### config.mk
export PLATFORM = sky130hd
export DESIGN_NAME = imem_loader
export DESIGN_NICKNAME = d
export VERILOG_FILES = /design/src/rtl/imem_loader.sv
export SDC_FILE = /design/constraint.sdc
export NUM_CORES = 1
export LEC_CHECK = 0
export ABC_AREA = 0
export CORE_MARGIN = 2
export CORE_UTILIZATION = 30
export DETAILED_ROUTE_END_ITERATION = 6
export GPL_ROUTABILITY_DRIVEN = 0
export PLACE_DENSITY = 0.58
export SETUP_SLACK_MARGIN = 0.05
export SLEW_MARGIN = 20
export SYNTH_ARGS = -nofsm -noshare
export SYNTH_HDL_FRONTEND = slang
export SYNTH_SLANG_ARGS = --single-unit
### constraint.sdc
create_clock -name clk -period 4.03 [get_ports clk]
set_input_delay 1.209 -clock clk [delete_from_list [all_inputs] [get_ports clk]]
set_output_delay 1.209 -clock clk [all_outputs]
set_load 0.1 [all_outputs]
### src/rtl/imem_loader.sv
// Program loader: frames a byte stream into big-endian 32-bit words, writes them to
// instruction memory at consecutive word addresses and releases the core on a good checksum.
//
// state    | meaning
// ---------+---------------------------------------------------------------
// S_LEN_HI | idle / waiting for word-count high byte; new frame restarts here
// S_LEN_LO | word-count low byte; range-checked against memory capacity
// S_DATA   | collecting the four bytes of the current word, MSB first
// S_WRITE  | one-cycle memory write, input stream stalled
// S_CSUM   | trailing XOR checksum byte compared against running value
module imem_loader #(
  parameter int ASIZE     = 32,
  parameter int DSIZE     = 32,
  parameter int BASE_ADDR = 0,
  parameter int MEM_WORDS = 1024
) (
  input  logic             clk,
  input  logic             rst,
  input  logic             in_valid,
  input  logic [7:0]       in_data,
  output logic             in_ready,
  output logic             mem_wen,
  output logic [ASIZE-1:0] mem_addr,
  output logic [DSIZE-1:0] mem_data,
  output logic             cpu_hold,
  output logic             load_done,
  output logic             load_err
);

  typedef enum logic [2:0] {
    S_LEN_HI,
    S_LEN_LO,
    S_DATA,
    S_WRITE,
    S_CSUM
  } state_t;

  localparam logic [31:0]      CAPACITY  = 32'(MEM_WORDS - BASE_ADDR);
  localparam logic [ASIZE-1:0] ADDR_BASE = ASIZE'(BASE_ADDR);

  state_t      state, state_nxt;
  logic [7:0]  len_hi;
  logic [7:0]  csum;
  logic [15:0] words_left;
  logic [1:0]  byte_cnt;
  logic        accept;
  logic [15:0] len_n;
  logic        len_too_big;

  assign in_ready    = (state != S_WRITE);
  assign accept      = in_valid && in_ready;
  assign len_n       = {len_hi, in_data};
  assign len_too_big = {16'd0, len_n} > CAPACITY;

  always_comb begin
    state_nxt = state;
    case (state)
      S_LEN_HI: if (accept) state_nxt = S_LEN_LO;
      S_LEN_LO: begin
        if (accept) begin
          if (len_too_big)        state_nxt = S_LEN_HI;
          else if (len_n == 16'd0) state_nxt = S_CSUM;
          else                     state_nxt = S_DATA;
        end
      end
      S_DATA:   if (accept && byte_cnt == 2'd3) state_nxt = S_WRITE;
      S_WRITE:  state_nxt = (words_left == 16'd1) ? S_CSUM : S_DATA;
      S_CSUM:   if (accept) state_nxt = S_LEN_HI;
      default:  state_nxt = S_LEN_HI;
    endcase
  end

  always_ff @(posedge clk) begin
    if (rst) begin
      state      <= S_LEN_HI;
      len_hi     <= 8'd0;
      csum       <= 8'd0;
      words_left <= 16'd0;
      byte_cnt   <= 2'd0;
      mem_wen    <= 1'b0;
      mem_addr   <= ADDR_BASE;
      mem_data   <= '0;
      cpu_hold   <= 1'b1;
      load_done  <= 1'b0;
      load_err   <= 1'b0;
    end else begin
      state     <= state_nxt;
      mem_wen   <= (state_nxt == S_WRITE);
      load_done <= 1'b0;
      load_err  <= 1'b0;
      case (state)
        S_LEN_HI: begin
          if (accept) begin
            len_hi   <= in_data;
            csum     <= in_data;
            cpu_hold <= 1'b1;
            mem_addr <= ADDR_BASE;
            byte_cnt <= 2'd0;
          end
        end
        S_LEN_LO: begin
          if (accept) begin
            words_left <= len_n;
            if (len_too_big) begin
              load_err <= 1'b1;
              csum     <= 8'd0;
            end else begin
              csum <= csum ^ in_data;
            end
          end
        end
        S_DATA: begin
          if (accept) begin
            // mem_data doubles as the word assembly register; wen is low meanwhile
            mem_data <= {mem_data[DSIZE-9:0], in_data};
            csum     <= csum ^ in_data;
            byte_cnt <= byte_cnt + 2'd1;
          end
        end
        S_WRITE: begin
          words_left <= words_left - 16'd1;
          // hold the last address so it never runs past the final word
          if (words_left != 16'd1) mem_addr <= mem_addr + ASIZE'(1);
        end
        S_CSUM: begin
          if (accept) begin
            if (in_data == csum) begin
              load_done <= 1'b1;
              cpu_hold  <= 1'b0;
            end else begin
              load_err <= 1'b1;
            end
            csum <= 8'd0;
          end
        end
        default: ;
      endcase
    end
  end

endmodule

== Word level (Yosys, flattened, before mapping) ==
Index checks and enable logic that the tools add are counted.

* Output and inout port bits: 69
* Register bits: 105
* Input port bits: 11
* Logic and storage cells: 83

* Muxes and demuxes: 32
* Magnitude comparators: 1
* $add $sub $neg: 3
* Reduce and logical (&&, ||, !) cells: 17
* Bitwise logic cells: 3
* Equal/unequal tests: 16

{| class="wikitable"
|+ Operators by type and width
! kind !! number
|-
| $mux 32 || 2
|-
| $pmux 32 s2 || 1
|-
| $mux 8 || 5
|-
| $add 32x1->32 const B || 1
|-
| $pmux 16 s2 || 1
|-
| $pmux 8 s4 || 1
|-
| $mux 3 || 7
|-
| $eq 16x1->1 const B || 1
|-
| $gt 16x11->1 const B || 1
|-
| $logic_not 16->1 || 1
|-
| $mux 16 || 1
|-
| $ne 16x1->1 const B || 1
|-
| $sub 16x1->16 const B || 1
|-
| $pmux 3 s5 || 1
|-
| $ne 2x2->1 const B || 6
|-
| $eq 3x2->1 const B || 3
|-
| $eq 8x8->1 || 1
|-
| $mux 1 || 8
|-
| $reduce_bool 2->1 || 4
|-
| $xor 8x8->8 || 1
|-
| $reduce_and 2->1 || 3
|-
| $reduce_and 3->1 || 2
|-
| $reduce_and 5->1 || 1
|-
| $mux 2 || 2
|-
| other kinds (13) || 16
|}

== Depth between registers and ports, before layout ==
* Word-level depth: 6
* Depth in mapped cells: 9
* Gate-level depth less buffers: 7

== Worst setup path after synthesis ==
No wires, ideal clock.

* Path type: register to output
* Start: reg state[2]
* End: out in_ready
* Cell stages (with the launch flop): 5
* Path slack: 1.039 ns
* Buffers on the path: 2
* Data arrival time: 1.782 ns
* Required time: 2.821 ns
* Cell sequence: dfxtp_1 and3b_1 clkbuf_1 inv_1 clkbuf_1

* Cells in the longest elaborated chain, start to end: 1

{| class="wikitable"
|+ Ends and longest elaborated chain
! element !! RTL line !! source
|-
| from (decl) || 41 || <nowiki>state_t state, state_nxt;</nowiki>
|-
| from (signal assigned) || 87 || <nowiki>state <= state_nxt;</nowiki>
|-
| $ne 3x2->1 || 50 || <nowiki>assign in_ready = (state != S_WRITE);</nowiki>
|-
| to (decl) || 21 || <nowiki>output logic in_ready,</nowiki>
|}

Every way passes these cells.

== Worst setup path in the final report ==
* Start: reg mem_addr[2]
* End: out mem_addr[2]

{| class="wikitable"
|+ RTL lines
! element !! RTL line !! source
|-
| from (decl) || 23 || <nowiki>output logic [ASIZE-1:0] mem_addr,</nowiki>
|-
| from (signal assigned) || 123 || <nowiki>if (words_left != 16'd1) mem_addr <= mem_addr + ASIZE'(1);</nowiki>
|}

No word-level cell between the ends.

==> flow_summary.ini <==
[synth]
synthCells = 625
synth_nets = 640
async_flop_share_pct = 0
synth_edf_count = 0
seq_area_frac_synth_pct = 42.7
synthTopCellsByCount = 136 x nand2_1, 105 x dfxtp_1, 79 x a21oi_1
ys.flop_type = dfxtp_1
yosys_warnings = 0
syn_area_um2 = 4920
synth_top_area_share_pct = 42.7
avgSynthCellArea_um2 = 7.88
ys_types = 57
yosysTopAreaCell = dfxtp_1
ys_ff_latch = 105
synth.most_common_cell = nand2_1
netlist_top_cells_area = dfxtp_1 43%, nand2_1 10%, a21oi_1 8.0%

[die]
start_util_pct = 30.9
pin_count = 80
fp.dieW_um = 132
coreArea_um2 = 15900
die_h_um = 132
rows = 46
dieArea_um2 = 17400

[job]
maxCapViolCount = 0

[timing]
skew_ns = 0.00931
period_needed_ns = 3.19
setup_viol = 0
hold_viol = 0
rsz0062_at_grt = false
finalCritPeriodShare_pct = 79.1
fin_tns_setup_ns = 0
max_slew_margin_pct = 33.3
timing.final.max_slew_violations = 0
max_freq_mhz = 314
worst_slew_pin_slew_ns = 0.998

[layout]
syn_to_final_growth_pct = 25.2
drive_above_1_share_pct = 8.30
layout.nets = 697
final_cells = 903
fillCellCount = 1650
diodes = 0

[setup_path]
path_class = register to output port
cpLargestDelayFamily = buffers and inverters
required_ns = 2.82
max_stage_delay_ns = 1.18
timing.rr.start = mem_addr[10]
critPathArrivalTime_ns = 1.98
path_max_fanout = 7
critPathLaunchType = register
critPathLaunch = mem_addr[2]
slowest_stage = clkdlybuf4s50_1
path_buf_inv = 1
cp-end-kind = output port
cp_cell_sequence = clkdlybuf4s50_1

[global_route]
grt_max_degree = 56
grt_antenna_before_repair = 0
grt_pass1_vias = 4421
grt_usage_pct = 15.5
grt_overflow_total = 0
grt_pass1_wl_um = 22300

[place]
portBuffers = 79
dp_hpwl_um = 9380
dp_cells = 887

[detailed_routing]
firstDrtPassIters = 5
drc = 0
routed_wl_um = 13500
dr_total_vias = 4729
avgRoutedWirePerCell_um = 15.0
first_iter_violations = 397
vias_per_cell = 5.24
ant_nets = 0

[clocking]
cts_sinks = 105
cts.clk_slew.worst_paths_ns = 0.07
hold_buffers = 0
htree_num_levels = 3
cts_buffers = 9
cts_resized = 0
cts_tree = done
root_buffer = clkbuf_16
post_cts_buffers = 0
clkLatencyLatePin_ns = 0.36
clk_path_buf_depth = 2

[power]
p_leak_nw = 1.98
power_density_nw_per_um2 = 374
vdd_drop_max_mv = 0.213

[outcome]
status = complete, no violations

[hold_path]
min-delay-start = mem_data[29]
hp-class = register to register
## stage by stage
step / util [%] / total power [mW] / hold WS [ns] / instance area (um2) / setup slack (ns)
CTS: 38.7 / 2.32 / 0.459 / 6160 / 0.835
floorplan: - / 1.32 / 0.445 / 4920 / 1.04
detailed placement: 36.7 / 1.40 / 0.450 / 5860 / 0.625
finish: 38.7 / 2.30 / 0.457 / 6160 / 0.842
global placement: 36.7 / 1.39 / 0.445 / 5860 / 0.718
global route: 38.7 / 2.39 / 0.480 / 6160 / 0.802
## cell families after synthesis
logic type | after synthesis | synth area share, %
compound gates | 165 | 20.2
mux | 1 | 0.229
buf+inv | 54 | 4.78
simple gates | 284 | 29.0
fa+ha+maj | 4 | 1.02
flops | 105 | 42.7
xor+xnor | 12 | 2.14
## report_power, final
part	switching, mW	total, mW	internal (mW)	leakage, nW
Combinational	0.190	0.280	0.0907	0.980
Clock	0.404	0.925	0.520	0.150
Sequential	0.0327	1.10	1.06	0.849
Total	0.627	2.30	1.68	1.98
## layout by cell type (no fill, tap or decap), types with 6 or more instances in the layout
master and instances:
dfxtp_1 105, a21oi_1 79, o22ai_1 8, or3_1 18
nand2_1 136, and4_1 6, nor4_1 8, o21ai_0 13
o31ai_1 14, inv_1 8, o21ai_1 11, nand3_1 21
clkdlybuf4s50_1 67, clkbuf_16 9, nor3_1 10, a31oi_1 8
nor2_1 28, or4_1 17, buf_4 23, xnor2_1 12
nand4_1 13
## worst min-delay path, stage by stage (launching register included)
cell and delay (ns):
dfxtp_1 0.31, nand2_1 0.05, a21oi_1 0.05
## flip-flops by register name, indices dropped and copies added (netlist names)
| signal | count |
|---|---|
| mem_addr | 32 |
| mem_data | 32 |
| words_left | 16 |
| csum | 8 |
| len_hi | 8 |
| state | 3 |
| byte_cnt | 2 |
| cpu_hold | 1 |
| load_done | 1 |
| load_err | 1 |
| mem_wen | 1 |
## layout make-up
cell class	count	area (um2)	share of cell area, %
well taps	216	270	4.38
repair buffers	92	868	14.1
clock inverters	3	47.5	0.771
clock buffers	13	260	4.22
multi-input cells	466	2580	41.9
flip-flops and latches	105	2100	34.1
inverters	8	30.0	0.487
## worst paths after layout
path,endpoint,slack [ns],cells after the start
max,mem_addr[2],0.84,1
min,mem_data[29],0.46,2
max reg2reg,mem_addr[28],1.85,5
min reg2reg,mem_data[29],0.46,2
## metal layers
layer	wire length (um)	track usage (%)
met1	6460	21.5
met2	6210	23.9
met3	614	2.46
met4	247	6.46
met5	0	0
No activity file was read; power rests on OpenSTA's default activity.
